`config.mk`:
```
export PLATFORM = sky130hd
export DESIGN_NAME = seq_control_unit
export DESIGN_NICKNAME = d
export VERILOG_FILES = /design/src/rtl/seq_control_unit.sv
export SDC_FILE = /design/constraint.sdc
export NUM_CORES = 1
export LEC_CHECK = 0
export BUFFER_PORTS_ARGS = -buffer_cell sky130_fd_sc_hd__buf_2
export CAP_MARGIN = 20
export CORE_MARGIN = 2
export CORE_UTILIZATION = 40
export CTS_CLUSTER_SIZE = 30
export DETAILED_ROUTE_END_ITERATION = 10
export PLACE_DENSITY_LB_ADDON = 0.15
export SLEW_MARGIN = 15
export SYNTH_ARGS = -nofsm -noshare
export SYNTH_HDL_FRONTEND = slang
export SYNTH_SLANG_ARGS = --single-unit
export TNS_END_PERCENT = 1
```
`constraint.sdc`:
```
create_clock -name clk -period 1.85 [get_ports clk]
set_input_delay 0.185 -clock clk [delete_from_list [all_inputs] [get_ports clk]]
set_output_delay 0.185 -clock clk [all_outputs]
set_load 0.02 [all_outputs]
```
`src/rtl/seq_control_unit.sv`:
```
// seq_control_unit: multi-cycle sequencer for the 4-bit accumulator datapath.
// Fetches a 5-bit instruction from the program store at pc. It then runs it
// as FETCH -> EXEC -> WB, with one bus driver held across EXEC and WB and the
// write pulse in WB only. Supports free-run, single-step and halt.
//
// Ports:
//   clk       system clock
//   clear     synchronous active-low reset
//   run       1 = free-running, 0 = step mode
//   step      step request, rising edge starts one instruction (run=0 only)
//   instr_in  program store word at address pc
//   pc        program counter / program store address
//   ir        latched instruction ([4:2] opcode, [1:0] operand)
//   oe_memo   data memory drives bus
//   oe_alu    ALU drives bus
//   oe_port   port drives bus
//   r_w       memory write cycle
//   clk1      register 1 load pulse
//   clk2      register 2 load pulse
//   clk_reg   port output register load pulse
//   halted    HALT executed
//   busy      instruction in progress
module seq_control_unit #(
  parameter int unsigned PC_W = 4,
  parameter int unsigned IR_W = 5
) (
  input  logic            clk,
  input  logic            clear,
  input  logic            run,
  input  logic            step,
  input  logic [IR_W-1:0] instr_in,
  output logic [PC_W-1:0] pc,
  output logic [IR_W-1:0] ir,
  output logic            oe_memo,
  output logic            oe_alu,
  output logic            oe_port,
  output logic            r_w,
  output logic            clk1,
  output logic            clk2,
  output logic            clk_reg,
  output logic            halted,
  output logic            busy
);

  typedef enum logic [2:0] {
    StIdle,
    StFetch,
    StExec,
    StWb,
    StHalt
  } state_e;

  state_e          state_q;
  logic [PC_W-1:0] pc_q;
  logic [IR_W-1:0] ir_q;
  logic            step_q;
  logic [2:0]      oe_q;      // {memo, alu, port}
  logic [3:0]      wr_q;      // {clk1, clk2, clk_reg, r_w}
  logic            halted_q;

  logic [2:0]      fetch_oe;
  logic [3:0]      exec_wr;
  logic            exec_halt;
  logic            start;

  // Bus driver for an instruction: {memo, alu, port}.
  function automatic logic [2:0] bus_sel(input logic [IR_W-1:0] w);
    logic [2:0] op;
    logic [1:0] a;
    logic [2:0] sel;
    op  = w[IR_W-1 -: 3];
    a   = w[1:0];
    sel = 3'b000;
    case (op)
      3'b000, 3'b001: sel = 3'b100;
      3'b100, 3'b101: sel = 3'b010;
      3'b111:         if (a == 2'b00 || a == 2'b01) sel = 3'b001;
      default:        sel = 3'b000;
    endcase
    return sel;
  endfunction

  // Write strobe for an instruction: {clk1, clk2, clk_reg, r_w}.
  function automatic logic [3:0] wr_sel(input logic [IR_W-1:0] w);
    logic [2:0] op;
    logic [1:0] a;
    logic [3:0] sel;
    op  = w[IR_W-1 -: 3];
    a   = w[1:0];
    sel = 4'b0000;
    case (op)
      3'b000, 3'b100: sel = 4'b1000;
      3'b001, 3'b101: sel = 4'b0100;
      3'b010, 3'b011: sel = 4'b0001;
      3'b110:         sel = 4'b0010;
      default: begin
        if (a == 2'b00)      sel = 4'b1000;
        else if (a == 2'b01) sel = 4'b0100;
        else                 sel = 4'b0000;
      end
    endcase
    return sel;
  endfunction

  always_comb begin
    fetch_oe  = bus_sel(instr_in);
    exec_wr   = wr_sel(ir_q);
    exec_halt = (ir_q[IR_W-1 -: 3] == 3'b111) && (ir_q[1:0] == 2'b11);
    // Step only counts in step mode; step_q is updated every cycle so an edge
    // seen while busy is consumed and never replayed in IDLE.
    start     = run || (step && !step_q);
  end

  always_ff @(posedge clk) begin
    if (!clear) begin
      state_q  <= StIdle;
      pc_q     <= '0;
      ir_q     <= '0;
      step_q   <= 1'b0;
      oe_q     <= '0;
      wr_q     <= '0;
      halted_q <= 1'b0;
    end else begin
      step_q <= step;
      case (state_q)
        StIdle: begin
          if (start) state_q <= StFetch;
        end
        StFetch: begin
          ir_q    <= instr_in;
          // Bus enable is decoded from the fetched word so it is already
          // registered during EXEC.
          oe_q    <= fetch_oe;
          state_q <= StExec;
        end
        StExec: begin
          if (exec_halt) begin
            oe_q     <= '0;
            halted_q <= 1'b1;
            state_q  <= StHalt;
          end else begin
            wr_q    <= exec_wr;
            state_q <= StWb;
          end
        end
        StWb: begin
          oe_q    <= '0;
          wr_q    <= '0;
          pc_q    <= pc_q + PC_W'(1);
          state_q <= run ? StFetch : StIdle;
        end
        StHalt: begin
          state_q <= StHalt;
        end
        default: begin
          state_q <= StIdle;
        end
      endcase
    end
  end

  assign pc      = pc_q;
  assign ir      = ir_q;
  assign oe_memo = oe_q[2];
  assign oe_alu  = oe_q[1];
  assign oe_port = oe_q[0];
  assign clk1    = wr_q[3];
  assign clk2    = wr_q[2];
  assign clk_reg = wr_q[1];
  assign r_w     = wr_q[0];
  assign halted  = halted_q;
  assign busy    = (state_q == StFetch) || (state_q == StExec) || (state_q == StWb);

endmodule
```
==> Word level (Yosys, flattened, before mapping) <==
Index checks and enable logic that the tools add are counted.
{ "op_classes": {"reduce_logical": 22, "shifts": 0, "eq_ne": 21, "muxes": 13, "div": 0, "addsub": 1, "order_cmp": 0, "n_bitwise": 0, "multipliers": 0} }
{ "op_table": {"columns": ["cell", "n"], "rows": [
  ["3-bit == test, second input constant", 8],
  ["3-bit one-hot mux with 3 select lines", 2],
  ["4-bit one-hot mux with 4 select lines", 1],
  ["3-bit one-hot mux with 5 select lines", 1],
  ["3-bit by 2-bit == test with 1-bit output, second input constant", 4],
  ["3-bit two-way mux", 4],
  ["2-bit OR reduction", 5],
  ["3-bit by 1-bit == test with 1-bit output, second input constant", 3],
  ["3-bit logical NOT", 3],
  ["4-bit two-way mux", 2],
  ["4-bit one-hot mux with 2 select lines", 1],
  ["2-bit inequality test, second input constant", 3],
  ["2-bit AND reduction", 3],
  ["4-bit by 1-bit adder with 4-bit output, second input constant", 1],
  ["2-bit by 1-bit == test with 1-bit output, second input constant", 2],
  ["2-bit logical NOT", 2],
  ["1-bit logical OR", 4],
  ["3-bit nonzero test", 1],
  ["2-bit == test, second input constant", 1],
  ["1-bit logical AND", 2],
  ["1-bit two-way mux", 2],
  ["2-bit nonzero test", 1],
  ["1-bit logical NOT", 1]
]} }
{ "totals": {"register_bits": 21, "in_bits": 9, "out_inout_bits": 18, "latchBits": 0, "elab_cells": 64, "mem_bits_ro": 0, "ramBits": 0, "mem_count": 0} }

==> Depth between registers and ports, before layout <==
Gate-level depths: netlist (run 1).
{ "depth": {"ltp_word": 6, "ltp_mapped": 4, "ltp_nobuf": 4} }

==> Worst setup path before layout (run 1) <==
OpenSTA, ideal clock, no wires.
{ "synth_path": {"path_kind": "register -> register", "startpoint": "reg ir_q[2], in the netlist ir[2]", "endpoint": "reg wr_q[1]", "synth_period_minus_slack_ps": 1258, "setup_time_ps": 69, "path_slack_ps": 592, "path_buffers": 0, "path_stages_with_launch": 4, "required_ps": 1781, "arrival_time_ps": 1190, "cell_sequence": "dfxtp_1 -> nand4_4 -> o311a_1 -> o21ai_1"} }
{ "synth_via": {"elab_chain_len": 5, "elab_cells_between_ends": 17, "cone_classes": "8 x eq/ne; 3 x mux; 6 x reduce/logical"} }
{ "synth_lines": {"columns": ["element", "line_no", "rtl"], "rows": [
  ["from (decl)", "55", "logic [IR_W-1:0] ir_q;"],
  ["from (signal assigned)", "130", "ir_q <= instr_in;"],
  ["3-bit by 2-bit == test with 1-bit output (tied with other cells)", "91", "case (op)"],
  ["2-bit OR reduction", null, null],
  ["4-bit one-hot mux with 4 select lines", "91", null],
  ["4-bit two-way mux", "137", "if (exec_halt) begin"],
  ["4-bit one-hot mux with 2 select lines", "125", "case (state_q)"],
  ["to (signal assigned)", "142", "wr_q <= exec_wr;"],
  ["to (decl)", "58", "logic [3:0] wr_q;"]
]} }
Parallel ways exist; a longest one is shown, timed or not. The select of a mux whose other input is x is not followed.
A chain may end at the register's enable or synchronous reset.

==> Worst setup path in the final report (run 1) <==
{ "layout_path": {"startpoint": "reg state_q[0]", "endpoint": "reg ir_q[1], in the netlist ir[1]"} }
{ "layout_via": {"elab_chain_len": 1} }
{ "layout_lines": {"columns": ["element", "line_no", "rtl"], "rows": [
  ["from (decl)", "53", "state_e state_q;"],
  ["from (signal assigned)", "116", "state_q <= StIdle;"],
  ["from (signal assigned)", "127", "if (start) state_q <= StFetch;"],
  ["from (signal assigned)", "134", "state_q <= StExec;"],
  ["3-bit by 1-bit == test with 1-bit output", "125", null]
]} }
No other way between the ends.

==> impl_metrics.json, run 1 <==
{
  "max_freq_mhz": 671,
  "rr_startpoint": "state_q[0]",
  "hold_viol_final": 0,
  "seqPwrFrac_pct": 59.0,
  "synth-edff-count": 0,
  "cts-htree-levels": 1,
  "antenna_cells": 0,
  "core_um2": 2280,
  "ir_drop_uv": 498,
  "cts_tree": "built",
  "cts_made_buffers": 3,
  "synth_nets": 115,
  "synthDistinctLibCells": 38,
  "p_leak_nw": 0.506,
  "async_flop_share_pct": 0,
  "crit_type": "flip-flop to flip-flop",
  "grt_use_total_pct": 16.8,
  "fin_hold_ws_ps": 94.7,
  "drt_iter0_markers": 15,
  "vias": 868,
  "worst_setup_path_end_kind": "flip-flop",
  "rows": 17,
  "crit_arrival_ps": 1690,
  "drc": 0,
  "required_ps": 2050,
  "wl_per_cell_um": 13.5,
  "endpoint": "ir[1]",
  "crit_path_start": "state_q[0]",
  "clockPowerShare_pct": 25.2,
  "clock_latency_ps": 300,
  "cap_violations": 0,
  "drv_slew": 0,
  "via_per_inst": 5.46,
  "yosys_warnings": 0,
  "grt-ovfl-total": 0,
  "routed_wl_um": 2140,
  "reg2reg_to": "ir[1]",
  "synth_seq_cells": 21,
  "root_buffer": "clkbuf_4",
  "fin_util_pct": 50.9,
  "final_nets": 142,
  "grt_pass1_vias": 786,
  "io_pins": 27,
  "grt_max_degree": 16,
  "synthCells": 105,
  "place_hpwl_um": 1530,
  "ant_nets": 0,
  "grt_antenna_before_repair": 0,
  "fp.dieW_um": 53.6,
  "die_h_um": 53.6,
  "initial_core_util_pct": 43.3,
  "clkSinkCount": 21,
  "rsz0062_at_grt": "false",
  "synthesis.area_um2": 986,
  "drt_pass1_iterations": 4,
  "post-route-min-period_ps": 1490,
  "power_frac_comb_pct": 15.7,
  "synth_area_per_cell_um2": 9.39,
  "r2r_slack_ps": 360,
  "cts_resized": 0,
  "cts_hold_buf": 0,
  "powerDensity_nw_per_um2": 750,
  "die_area_um2": 2880,
  "reg2reg_depth": 3,
  "min_path_type": "input pin to flip-flop",
  "cts.path.max_buffers": 2,
  "cts.clk_slew.worst_paths_ps": 110,
  "switching_share_pct": 28.9,
  "yosys_most_used_dff": "dfxtp_1",
  "nFillCells": 240,
  "seq_area_frac_synth_pct": 42.6,
  "p_int_uw": 618,
  "setup_viol": 0,
  "cts_setup_buffers": 0,
  "p_switching_uw": 251,
  "final.setup_skew_ps": 0.580,
  "tightestPinTransition_ps": 493,
  "portBuffers": 26,
  "min_period_over_period_pct": 80.6,
  "drive_gt1_share_pct": 26.0,
  "path_max_fanout": 15,
  "start_kind": "flip-flop",
  "syn2layout_area_growth_pct": 17.5,
  "slew_headroom_pct": 67.1,
  "grt_pass1_wl_um": 3480,
  "status": "finished clean",
  "gp_congestion": 0.771,
  "setup_tns_ps": 0
}
sequential cells by signal, indices dropped and copies added (netlist names):
register / flops
step_q: 1
wr_q: 4
halted: 1
ir: 5
state_q: 3
oe_q: 3
pc: 4
cells in the final DEF, fill, tap and decap left out, drive strengths merged, types with 2 or more instances in the layout:
cell type  netlist  final
a21oi            2      2
and4bb           2      2
buf              3     26
clkbuf           1      4
dfxtp           21     21
inv              2      2
mux2i            6      6
nand2            9      9
nand2b           4      4
nand3            7      7
nand3b           2      2
nand4b           3      3
nor2            10     10
nor2b            2      2
nor4             2      2
o211ai           4      4
o21ai            4      4
o22ai            2      2
xor2             2      2
cell usage after synthesis, types with 2 or more instances:
library cell  number  share of area, %
o22ai_1            2               1.3
nor2_1            10               3.8
o21ai_1            2               1.0
nor2b_1            2               1.3
and4bb_2           2               2.5
nand3_1            7               3.6
o21ai_0            2               1.0
nand4b_1           3               2.7
xor2_1             2               1.8
dfxtp_1           21                43
inv_1              2              0.76
nand2b_1           4               2.5
buf_2              3               1.5
a21oi_1            2               1.0
mux2i_1            6               6.1
nand2_1            9               3.4
o211ai_1           4               3.0
nor4_1             2               1.3
critical path, stage by stage (launching register included):
cell     delay (ps)
dfxtp_1         640
nor3b_4         430
mux2i_1         250
nor2_1           70
how the worst min path moves through the flow:
| stage | from | depth (start not counted) | slack, ps | endpoint |
|---|---|---|---|---|
| 2_1_floorplan | step | 1 | 310 | step_q |
| 3_3_place_gp | step | 2 | 400 | step_q |
| 5_1_grt | step | 2 | 120 | step_q |
| 6_report | step | 2 | 90 | step_q |
| 3_5_place_dp | step | 2 | 410 | step_q |
| 4_1_cts | step | 2 | 80 | step_q |
per-layer routing:
| metal | track usage (%) | part of all wire, % | vias up |
|---|---|---|---|
| met3 | 2.50 | 4.3 | 2 |
| met5 | 0 | 0 | - |
| met1 | 23.3 | 49 | 407 |
| met4 | 9.83 | 0.79 | 0 |
| met2 | 24.7 | 46 | 21 |
| li1 | - | - | 438 |
area by class of cell:
class / instances / area (um^2) / area share (%)
Sequential cell: 21 / 420 / 36.3
Inverter: 3 / 11.3 / 0.972
Clock buffer: 4 / 26.3 / 2.27
Tap cell: 28 / 35.0 / 3.02
Multi-Input combinational cell: 77 / 536 / 46.2
Timing Repair Buffer: 26 / 130 / 11.2
cell families after synthesis:
logic type	after synthesis	synth area share, %
AO/OA/AOI/OAI	19	13.3
XOR/XNOR	2	1.78
buffers and inverters	7	3.04
flip-flops	21	42.6
adder cells (fa/ha/maj)	1	1.27
AND/OR/NAND/NOR	49	31.9
multiplexers	6	6.09
power by group through the flow:
stage               registers (mW)  logic, mW  clock network [mW]
floorplan                    0.525     0.0892                   0
global placement             0.521      0.135                   0
detailed placement           0.522      0.137                   0
CTS                          0.512      0.138               0.231
global route                 0.518      0.150               0.250
finish                       0.513      0.137               0.219
per-stage QoR:
| stage | worst slack (ps) | total power [mW] | std cells | instance area [um^2] |
|---|---|---|---|---|
| after global routing | 246 | 0.918 | 159 | 1160 |
| after global placement | 463 | 0.656 | 155 | 1130 |
| after detailed placement | 395 | 0.659 | 155 | 1130 |
| final | 359 | 0.868 | 159 | 1160 |
| after floorplan | 592 | 0.614 | 105 | 986 |
| after CTS | 367 | 0.881 | 159 | 1160 |
No activity file was read; power rests on OpenSTA's default activity.
==> run 2: changes to the inputs <==
ABC_AREA = 1   (was unset)
clock period = 1.4 ns   (was 1.85 ns; I/O delays follow)
==> run 2 against run 1 <==
Against the previous run: global-route usage up 1.1 points; sequential power up 44%; die area up 1.1%; wire length about the same; critical path type unchanged; register-to-register slack worse by 240 ps; non-clock buffer count up 3; sequential share of layout area down 1.5 points; highest routed layer unchanged; first-iteration DRC count down 27%; largest cell class unchanged; count of clock-buffer cells in the layout down 1; clock power up 29%.
==> impl_metrics.json, run 2 <==
{
  "via_per_inst": 4.80,
  "gp_congestion": 0.738,
  "synthesis.area_um2": 997,
  "initial_core_util_pct": 41.4,
  "grt_use_total_pct": 17.9,
  "synth_top_area_share_pct": 42.2,
  "worst-path-buf-inv": 0,
  "fin_ws_ps": 119,
  "die_h_um": 53.9,
  "cts_tree": "built",
  "grt_max_degree": 14,
  "post-route-min-period_ps": 1280,
  "yosys-top-cells-area": "dfxtp_1, nor2_1, nand2_1, a21oi_1, inv_1",
  "final.setup_skew_ps": 2.62,
  "min_path_type": "input pin to flip-flop",
  "synth_area_leader_cell": "dfxtp_1",
  "r2r_slack_ps": 120,
  "start_kind": "flip-flop",
  "async_flop_share_pct": 0,
  "grt-ovfl-total": 0,
  "setup_tns_ps": 0,
  "layout_common_cells": "nor2_1, buf_2, nand2_1",
  "tightestPinTransition_ps": 312,
  "synth_area_per_cell_um2": 6.97,
  "syn2layout_area_growth_pct": 22.1,
  "ir_drop_uv": 963,
  "seq_area_frac_synth_pct": 42.2,
  "largest_register_ffs": 5,
  "seqPwrFrac_pct": 47.8,
  "rr_startpoint": "ir[2]",
  "synthCells": 143,
  "place_hpwl_um": 1650,
  "path_cells": "nand3_1, o21ai_2, nand3_1, nand2_1, nor2_1",
  "clock_latency_ps": 300,
  "p_leak_nw": 0.611,
  "synthDistinctLibCells": 19,
  "path_delay_family": "simple AND/OR/NAND/NOR gates",
  "portBuffers": 26,
  "powerDensity_nw_per_um2": 1270,
  "cts.clk_slew.worst_paths_ps": 110,
  "synth_common_cells": "nor2_1, nand2_1, dfxtp_1",
  "synth_nets": 153,
  "routed_wl_um": 2140,
  "synthMostInstantiatedCell": "nor2_1",
  "grt_pass1_wl_um": 3750,
  "drive_gt1_share_pct": 26.9,
  "cp_common_cell": "nand3_1",
  "root_buffer": "clkbuf_4",
  "rows": 18,
  "power_frac_comb_pct": 33.8,
  "drc": 0,
  "final_nets": 186,
  "vias": 983,
  "cts_hold_buf": 0,
  "io_pins": 27,
  "required_ps": 1610,
  "switching_share_pct": 36.7,
  "max_freq_mhz": 781,
  "cap_violations": 0,
  "p_int_uw": 977,
  "endpoint": "oe_q[2]",
  "hold_depth": 3,
  "crit_arrival_ps": 1490,
  "crit_type": "flip-flop to flip-flop",
  "reg2reg_to": "oe_q[2]",
  "path_max_fanout": 7,
  "pre_cts_ws_ps": 160,
  "rsz0062_at_grt": "false",
  "slew_headroom_pct": 79.2,
  "grt_pass1_vias": 881,
  "ant_nets": 0,
  "cp_slowest_stage_delay_ps": 420,
  "antenna_cells": 0,
  "crit_path_start": "ir[2]",
  "critPathSlowestCell": "dfxtp_1",
  "status": "finished clean",
  "die_area_um2": 2910,
  "synth-edff-count": 0,
  "cts_made_buffers": 3,
  "drt_iter0_markers": 11,
  "yosys_most_used_dff": "dfxtp_1",
  "fp.dieW_um": 53.9,
  "cts.path.max_buffers": 2,
  "hold_viol_final": 0,
  "core_um2": 2410,
  "drv_slew": 0,
  "min_period_over_period_pct": 91.5,
  "synth_seq_cells": 21,
  "reg2reg_depth": 5,
  "p_switching_uw": 567,
  "cts-htree-levels": 1,
  "drt_pass1_iterations": 4,
  "grt_antenna_before_repair": 0,
  "clockPowerShare_pct": 18.3,
  "final_common_cell": "nor2_1",
  "wl_per_cell_um": 10.5,
  "yosys_warnings": 0,
  "cp.depth": 5,
  "clkSinkCount": 21,
  "setup_viol": 0,
  "worst_setup_path_end_kind": "flip-flop"
}
[run 2: cell count changes in the layout (fill, tap and decap cells not counted), moves of 4 or more]
cell      before  now
nand2b_1       4    0
o21ai_0        2    6
a21oi_1        2   15
inv_1          2   18
nand3_1        7   13
nor2_1        10   27
nand2_1        9   23
mux2i_1        6    0
[run 2: kinds of logic (layout without fill, tap and decap cells)]
logic type / count (synthesis) / after routing / share of synthesized area (%)
adder cells (fa/ha/maj): 1 / 1 / 1.25
AND/OR/NAND/NOR: 77 / 77 / 36.4
flip-flops: 21 / 21 / 42.2
buffers and inverters: 21 / 53 / 8.03
AO/OA/AOI/OAI: 23 / 23 / 12.2
[run 2: power by group through the flow]
stage                     logic (mW)  clock network [mW]  registers (mW)
after CTS                      0.528               0.298           0.736
after floorplan                0.286                   0           0.825
after global routing           0.594               0.325           0.752
final                          0.522               0.283           0.739
after global placement         0.506                   0           0.748
after detailed placement       0.510                   0           0.750
[run 2: metal layers]
layer  global-route usage [%]  routed length, um
met5                        0                  0
met4                     2.56                 15
met3                     5.83                104
met2                     31.7               1020
met1                     21.3               1010
[run 2: through the flow]
| step | hold slack [ps] | utilization [%] | cells | total power [mW] | instance area [um^2] |
|---|---|---|---|---|---|
| 2_1_floorplan | 233 | - | 143 | 1.11 | 997 |
| 3_3_place_gp | 332 | 48.8 | 200 | 1.25 | 1170 |
| 3_5_place_dp | 339 | 48.8 | 200 | 1.26 | 1170 |
| 4_1_cts | 14.0 | 50.2 | 205 | 1.56 | 1210 |
| 5_1_grt | 15.8 | 50.5 | 205 | 1.67 | 1220 |
| 6_report | 22.9 | 50.5 | 205 | 1.54 | 1220 |
[run 2: how the worst min path moves through the flow]
stage / startpoint / to / slack [ps]
after floorplan: step / step_q / 230
after global placement: step / step_q / 330
after detailed placement: step / step_q / 340
after CTS: step / step_q / 10
after global routing: step / step_q / 20
final: step / step_q / 20
[run 2: final cells by class]
cell class	count	area, um^2
fillers	251	1190
multi-input cells	101	502
flip-flops and latches	21	423
repair buffers	29	153
inverters	20	75.1
well taps	30	37.5
clock buffers	3	22.5
clock inverters	1	5.00
[run 2: worst min-delay path, delay by kind of cell]
family / cells / cell delay (ps)
buffers and inverters: 2 / 130
and+or+nand+nor: 1 / 40
[run 2: timing repair]
item                       4_1_cts  5_1_grt
setup endpoints to repair        1        2
pin swaps                        1        0
setup buffers                    1        0
resized for setup                0        3
